==> src/rtl/gpr_file_ext.sv <==
// gpr_file_ext: general-purpose register file for the single-cycle MIPS datapath.
// Two combinational read ports, one byte-enabled write port and an overflow-flag
// side write into OF_REG. Register 0 always reads as zero. A synchronous reset
// starts a clear sequencer that zeroes one entry per cycle; `ready` rises once
// every entry has been cleared.
// Optional build macro GPR_BYPASS_EN: same-cycle forwarding of the write port
// (and the overflow write) onto the read ports.
module gpr_file_ext #(
    parameter int DATA_W = 32,
    parameter int ADDR_W = 5,
    parameter int OF_REG = 30,
    parameter int OF_VAL = 1
) (
    input  logic                clk,
    input  logic                rst,
    input  logic [ADDR_W-1:0]   rd_addr1,
    input  logic [ADDR_W-1:0]   rd_addr2,
    output logic [DATA_W-1:0]   rd_data1,
    output logic [DATA_W-1:0]   rd_data2,
    input  logic                wr_en,
    input  logic [ADDR_W-1:0]   wr_addr,
    input  logic [DATA_W/8-1:0] wr_be,
    input  logic [DATA_W-1:0]   wr_data,
    input  logic                of,
    output logic                ready
);

    localparam int                DEPTH    = 2**ADDR_W;
    localparam int                NB       = DATA_W / 8;
    localparam logic [ADDR_W-1:0] OF_IDX   = ADDR_W'(OF_REG);
    localparam logic [ADDR_W-1:0] LAST_IDX = ADDR_W'(DEPTH - 1);
    localparam logic [DATA_W-1:0] OF_WORD  = DATA_W'(OF_VAL);

    typedef enum logic {
        CLEAR,
        RUN
    } state_t;

    state_t              state, state_d;
    logic [ADDR_W-1:0]   clr_idx, clr_idx_d;
    logic [DATA_W-1:0]   mem [DEPTH];

    logic                run;
    logic                wr_hit;
    logic                of_hit;
    logic [1:0][ADDR_W-1:0] rd_sel;
    logic [1:0][DATA_W-1:0] rd_word;

    assign run    = (state == RUN);
    assign ready  = run;
    assign wr_hit = run && wr_en && (wr_addr != '0);
    assign of_hit = run && of;

    // Clear sequencer next state: walk every index once, then hand over to RUN.
    always_comb begin
        // NOTE: defaults first so every path assigns every output; no latch is inferred.
        state_d   = state;
        clr_idx_d = clr_idx;
        if (state == CLEAR) begin
            clr_idx_d = clr_idx + ADDR_W'(1);
            if (clr_idx == LAST_IDX) begin
                state_d = RUN;
            end
        end
    end

    // Sequencer state register; reset restarts the clear from index 0 in any state.
    always_ff @(posedge clk) begin
        // NOTE: sequential state uses non-blocking assignments so all registers see pre-edge values.
        if (rst) begin
            state   <= CLEAR;
            clr_idx <= '0;
        end else begin
            state   <= state_d;
            clr_idx <= clr_idx_d;
        end
    end

    // Storage: clear one entry per CLEAR cycle, otherwise byte writes then the overflow flag.
    always_ff @(posedge clk) begin
        // NOTE: the array has no reset branch; the sequencer clears it, and the reset edge leaves it untouched.
        if (!rst) begin
            if (state == CLEAR) begin
                mem[clr_idx] <= '0;
            end else begin
                if (wr_hit) begin
                    for (int i = 0; i < NB; i++) begin
                        if (wr_be[i]) begin
                            mem[wr_addr][8*i +: 8] <= wr_data[8*i +: 8];
                        end
                    end
                end
                // Last assignment wins, which gives the overflow flag priority over a same-edge write.
                if (of_hit) begin
                    mem[OF_IDX] <= OF_WORD;
                end
            end
        end
    end

    assign rd_sel = {rd_addr2, rd_addr1};

    // Read ports: zero while clearing and for address 0, otherwise the stored (or forwarded) word.
    always_comb begin
        for (int p = 0; p < 2; p++) begin
            rd_word[p] = '0;
            if (run && (rd_sel[p] != '0)) begin
                rd_word[p] = mem[rd_sel[p]];
`ifdef GPR_BYPASS_EN
                if (wr_hit && (rd_sel[p] == wr_addr)) begin
                    for (int i = 0; i < NB; i++) begin
                        if (wr_be[i]) begin
                            rd_word[p][8*i +: 8] = wr_data[8*i +: 8];
                        end
                    end
                end
                if (of_hit && (rd_sel[p] == OF_IDX)) begin
                    rd_word[p] = OF_WORD;
                end
`else
                // Without forwarding a write shows up on the read ports the cycle after its edge.
`endif
            end
        end
    end

    assign rd_data1 = rd_word[0];
    assign rd_data2 = rd_word[1];

endmodule
==> config.mk <==
export PLATFORM = sky130hd
export DESIGN_NAME = gpr_file_ext
export DESIGN_NICKNAME = d
export VERILOG_FILES = /design/src/rtl/gpr_file_ext.sv
export SDC_FILE = /design/constraint.sdc
export NUM_CORES = 1
export LEC_CHECK = 0
export ABC_CLOCK_PERIOD_IN_PS = 2590
export CORE_MARGIN = 2
export CORE_UTILIZATION = 50
export DETAILED_ROUTE_END_ITERATION = 8
export PLACE_DENSITY = 0.69
export SLEW_MARGIN = 25
export SYNTH_ARGS = -nofsm -noshare
export SYNTH_HDL_FRONTEND = slang
export SYNTH_SLANG_ARGS = --single-unit
export TNS_END_PERCENT = 1
==> constraint.sdc <==
create_clock -name clk -period 2.59 [get_ports clk]
set_clock_uncertainty 0.1 [all_clocks]
set_input_delay 0.518 -clock clk [delete_from_list [all_inputs] [get_ports clk]]
set_output_delay 0.518 -clock clk [all_outputs]
set_load 0.02 [all_outputs]
==> reports/metrics.csv, run 1 <==
metric,value,unit
pre_cts_slack,-1.10,ns
grt_pass1_vias,31700,
finalHoldViolations,0,
dpl_cell_area,0.0585,sq mm
ys_async_sr_fraction,0,%
power_density,585,mW/mm^2
cts_root_buf,clkbuf_16,
yosys_warnings,0,
drc_errors,0,
violations,setup timing,
cp_max_fo,2,
finalInstanceArea,0.0632,sq mm
timing.rr.start,ready,
synth-edff-count,992,
arrival,2.58,ns
r2r_cells,9,
die_height,316,um
grt_max_degree,37,
status,"finished, violations left",
required,1.97,ns
start_kind,flop,
cts_buffers,106,
grt_pass1_wl,225,mm
drive_above_1_share,49.1,%
path_cells,"mux4_2, mux4_2, nor2b_4, a2111oi_4, buf_4",
fp.dieArea,0.100,sq mm
p_leak,20.6,nW
finalSetupTns,-41.30,ns
synth_nets,2592,
finish.net_count,3209,
hold_slack,0.390,ns
syn_to_final_growth,29.5,%
postLayoutSetupSlackWorst,-0.609,ns
timing.rr.end,mem[12][21],
worst_slew_pin_slew,0.721,ns
grt_setup_unrepaired,yes,
drt-pass1-iter-count,5,
place.gp.congestion,0.952,
syn_area,0.0488,sq mm
start_util,50.4,%
insertion_delay,0.71,ns
core-area,0.0967,sq mm
finalMaxSlewViolations,0,
timing.slew.headroom,51.9,%
hold_path_class,flop to flop,
ioPinCount,120,
cp_slowest_stage_delay,0.54,ns
crit_type,flop to output pin,
final_common_cell,edfxtp_1,
synth_seq_area_share,62.6,%
antenna_found_initial,3,
antenna_left,0,
dp_hpwl,105,mm
die_w,316,um
met1_usage,42.5,%
met3_usage,7.64,%
synth_ff_type,edfxtp_1,
overflow,0,
fmax,313,MHz
via_count,30600,
htree_levels,3,
nFillCells,6322,
cts_tree,yes,
postSynthAreaPerCell,19.2,sq um
placementRows,114,
min_to,mem[30][5],
period_share,124,%
layout_common_cells,"992 x edfxtp_1, 544 x mux4_2, 361 x buf_4",
cts.reportedPaths.clkPinSlew,0.06,ns
maxCapViolCount,0,
yosysUniqueCellTypes,48,
drtIter0Drc,3908,
peakVddDrop,0.000571,V
wire_per_inst,35.0,um
worstSetupEndpointType,output pin,
p_total,36.9,mW
wl,158,mm
clock-sinks,1030,
finalCriticalPeriod,3.20,ns
cpMostUsedCell,mux4_2,
holdPathStages,2,
cp_slowest_cell,mux4_2,
clockBufferDepth,3,
min_from,mem[30][5],
ys_ff_latch,1030,
grtUsageTotal,31.9,%
busiest_layer,met2,
r2r_slack,-0.12,ns
via_per_inst,6.78,
setup-violations-final,251,
io_buffers,119,
grt_util_met2,51.4,%
netlist_instances,2535,
[critical path, delay by kind of cell, from the launching register on]
family / cells / cell delay (ns)
compound gates: 1 / 0.07
mux: 2 / 1.05
simple gates: 1 / 0.15
flops: 1 / 0.41
buf+inv: 1 / 0.21
[sequential cells by signal, indices dropped and copies added (netlist names)]
| name | count |
|---|---|
| mem | 1024 |
| clr_idx | 5 |
| ready | 1 |
[Yosys cell counts, types with 2 or more instances]
cell | count | area share [%]
xor2_1 | 2 | 0.036
o221ai_1 | 32 | 0.57
nor4b_1 | 2 | 0.036
and4b_1 | 2 | 0.041
dfxtp_1 | 38 | 1.6
and3_1 | 2 | 0.026
buf_4 | 12 | 0.18
nor4_1 | 31 | 0.40
buf_6 | 19 | 0.44
a2111oi_0 | 7 | 0.13
edfxtp_1 | 992 | 61
a211oi_1 | 25 | 0.38
o21ai_0 | 33 | 0.34
or2_2 | 3 | 0.038
nand2_1 | 20 | 0.15
nor2b_1 | 40 | 0.51
buf_2 | 65 | 0.67
o22a_1 | 32 | 0.57
nor3_1 | 15 | 0.15
nand3_1 | 35 | 0.36
mux2_2 | 2 | 0.046
nand3b_1 | 6 | 0.092
nor2_1 | 162 | 1.2
and2_1 | 33 | 0.42
a21oi_1 | 40 | 0.41
ha_1 | 2 | 0.051
a31oi_1 | 12 | 0.15
o22ai_1 | 32 | 0.41
o311ai_0 | 4 | 0.072
a41oi_1 | 6 | 0.11
nand2b_1 | 6 | 0.077
mux4_2 | 544 | 25
or3_1 | 2 | 0.026
buf_1 | 17 | 0.13
mux2i_1 | 141 | 2.9
clkbuf_1 | 104 | 0.80
a21o_1 | 4 | 0.062
[final cells by class]
class,instances,area (sq um),share of cell area [%]
multi-input cells,1288,18600,29.4
clock buffers,143,2910,4.61
diodes,1,2.50,0.00396
repair buffers,726,8910,14.1
flip-flops and latches,1030,30600,48.3
clock inverters,54,627,0.992
well taps,1276,1600,2.53
[repair_timing]
| action | 4_1_cts | 5_1_grt |
|---|---|---|
| endpoints found under the hold margin | 0 | 0 |
| setup buffers | 19 | 2 |
| setup endpoints to repair | 1207 | 913 |
| gates cloned | 5 | 1 |
| pin swaps | 14 | 10 |
| hold buffers | 0 | 0 |
| gates resized for setup | 378 | 101 |
[worst max-delay path by stage]
stage | end | startpoint | cells past startpoint | slack (ns)
after floorplan | rd_data1[10] | rd_addr1[1] | 7 | -0.16
after global placement | mem[6][21] | wr_addr[4] | 10 | -1.17
after detailed placement | rd_data1[13] | rd_addr1[0] | 10 | -1.10
after CTS | rd_data1[0] | mem[15][0] | 5 | -0.64
after global routing | rd_data1[0] | mem[11][0] | 5 | -0.62
final | rd_data1[0] | mem[11][0] | 5 | -0.61
[metal layers]
metal	vias up	wire length (um)
met1	16000	56400
met3	336	18400
li1	12200	-
met2	2077	76600
met4	2	6610
met5	-	11
[where the power goes]
group          leakage [nW]  switching [mW]  internal [mW]
Combinational          9.90            1.56           1.62
Clock                  1.73            6.43           9.16
Sequential             8.97          0.0566           18.1
Total                  20.6            8.05           28.9
[through the flow]
step / util [%] / std cells
4_1_cts: 65.0 / 4514
3_5_place_dp: 60.5 / 4297
2_1_floorplan: - / 2535
6_report: 65.3 / 4518
3_3_place_gp: 60.5 / 4297
5_1_grt: 65.3 / 4517
[cell families after synthesis]
kind of cell	share of synthesized area, %
AND/OR/NAND/NOR	3.73
adder cells (fa/ha/maj)	0.0513
multiplexers	28.1
buffers and inverters	2.22
AO/OA/AOI/OAI	3.27
XOR/XNOR	0.0539
flip-flops	62.6
(Power assumes the default switching activity.)
==> run 2, diff against run 1 <==
- CORE_ASPECT_RATIO: not set -> 1.1
- DONT_BUFFER_PORTS: not set -> 1
- PLACE_DENSITY: 0.69 -> 0.68
==> reports/metrics.csv, run 2 (same netlist as run 1, synthesis figures left out) <==
metric,value,unit
status,"finished, violations left",
violations,setup timing,
drc_errors,0,
p_total,35.0,mW
r2r_slack,-0.16,ns
worst_slew_pin_slew,0.943,ns
finish.net_count,2796,
placementRows,120,
peakVddDrop,0.000669,V
fp.dieArea,0.100,sq mm
via_count,28700,
wire_per_inst,36.1,um
critical_path_buf_inv_count,1,
ioPinCount,120,
start_util,50.3,%
antenna_left,0,
arrival,2.65,ns
start_kind,input port,
path_cells,"mux4_2, mux4_2, nor2b_4, a2111oi_4, buf_4",
cpMostUsedCell,mux4_2,
syn_to_final_growth,19.6,%
required,1.97,ns
p_leak,18.1,nW
fmax,306,MHz
power_density,600,mW/mm^2
cp_max_fo,257,
cts_buffers,99,
pre_cts_slack,-0.418,ns
seqPwrFrac,51.9,%
min_to,mem[28][23],
hold_slack,0.0762,ns
cp_slowest_cell,mux4_2,
path_delay_family,multiplexers,
clockBufferDepth,3,
core-area,0.0970,sq mm
nFillCells,6938,
htree_levels,3,
switching_share,20.1,%
drt-pass1-iter-count,5,
maxCapViolCount,0,
dp_hpwl,86.6,mm
period_share,126,%
grtUsageTotal,29.9,%
power_frac_clock,42.8,%
die_height,332,um
die_w,302,um
timing.slew.headroom,37.1,%
dp_cells,3911,
layout_common_cells,"992 x edfxtp_1, 544 x mux4_2, 154 x buf_4",
io_buffers,0,
finalHoldViolations,0,
overflow,0,
setup-violations-final,405,
cts.reportedPaths.clkPinSlew,0.06,ns
timing.rr.start,ready,
antenna_found_initial,1,
drive_above_1_share,42.3,%
antenna_cells,0,
via_per_inst,6.99,
final_cells,4103,
crit_type,input port to output pin,
wl,148,mm
cts_root_buf,clkbuf_16,
intPower,28.0,mW
finalMaxSlewViolations,0,
hold_path_class,input port to flop,
r2r_cells,10,
grt_pass1_wl,212,mm
cts_tree,yes,
finalCriticalPeriod,3.27,ns
worstSetupEndpointType,output pin,
place.gp.congestion,0.982,
top_register,mem,
timing.rr.end,mem[30][1],
drtIter0Drc,3956,
final_common_cell,edfxtp_1,
min_from,wr_data[23],
finalInstanceArea,0.0583,sq mm
combPwrFrac,5.3,%
grt_setup_unrepaired,yes,
holdPathStages,1,
clock-sinks,1030,
grt_max_degree,258,
p_switching,7.03,mW
insertion_delay,0.67,ns
cp_slowest_stage_delay,0.76,ns
grt_pass1_vias,29700,
largest_reg_flops,1024,
postLayoutSetupSlackWorst,-0.679,ns
dpl_cell_area,0.0542,sq mm
[run 2: changes by cell type in the layout (fill, tap and decap cells not counted), moves of 15 or more]
| cell | delta |
|---|---|
| nor2_1 | +37 |
| clkdlybuf4s15_1 | -16 |
| clkdlybuf4s50_1 | -36 |
| buf_2 | -27 |
| buf_12 | -78 |
| mux2i_1 | +17 |
| nor2_2 | -37 |
| buf_4 | -207 |
| o221ai_1 | -15 |
[run 2: how the worst max path moves through the flow]
stage                            from      endpoint  slack (ns)  depth (start not counted)
after floorplan           rd_addr1[1]  rd_data1[10]       -0.16                          7
after global placement       wr_be[0]   mem[17][23]       -0.61                          8
after detailed placement     wr_be[0]    mem[0][29]       -0.42                          8
after CTS                  mem[28][0]   rd_data1[0]       -0.56                          5
after global routing      rd_addr1[0]  rd_data1[17]       -0.60                          5
final                     rd_addr1[0]  rd_data1[17]       -0.68                          5
[run 2: power groups by stage]
stage	clock [mW]	combinational, mW	sequential, mW
6_report	15.0	1.85	18.2
5_1_grt	15.7	1.90	18.2
4_1_cts	15.1	1.81	18.2
3_5_place_dp	0	1.74	18.5
3_3_place_gp	0	1.72	18.5
2_1_floorplan	0	1.78	18.5
[run 2: cell type report]
type | count | area (sq um) | area share, %
Clock inverter | 58 | 691 | 1.18
Tap cell | 1281 | 1600 | 2.75
Timing Repair Buffer | 320 | 4380 | 7.51
Sequential cell | 1030 | 30600 | 52.4
Multi-Input combinational cell | 1288 | 18400 | 31.6
Clock buffer | 126 | 2680 | 4.60
[run 2: through the flow]
stage               util, %  setup TNS, ns
CTS                    59.9         -32.38
global placement       55.9        -243.02
detailed placement     55.9        -194.85
floorplan                 -         -32.85
finish                 60.1         -43.26
global route           60.1         -76.19
[run 2: timing repair]
action | CTS | global route
hold buffers | 1 | 0
setup buffers | 3 | 3
gates resized for setup | 88 | 48
pin swaps | 6 | 3
endpoints found under the setup margin | 349 | 818
gates cloned | 2 | 0
hold endpoints to repair | 6 | 0
[run 2: routing by layer]
metal / track usage (%) / vias to the layer above / part of all wire, %
met1: 40.9 / 15100 / 36
met2: 47.1 / 1905 / 48
met5: 0 / - / 0
met3: 6.17 / 348 / 10
li1: - / 11300 / -
met4: 12.7 / 0 / 4.7
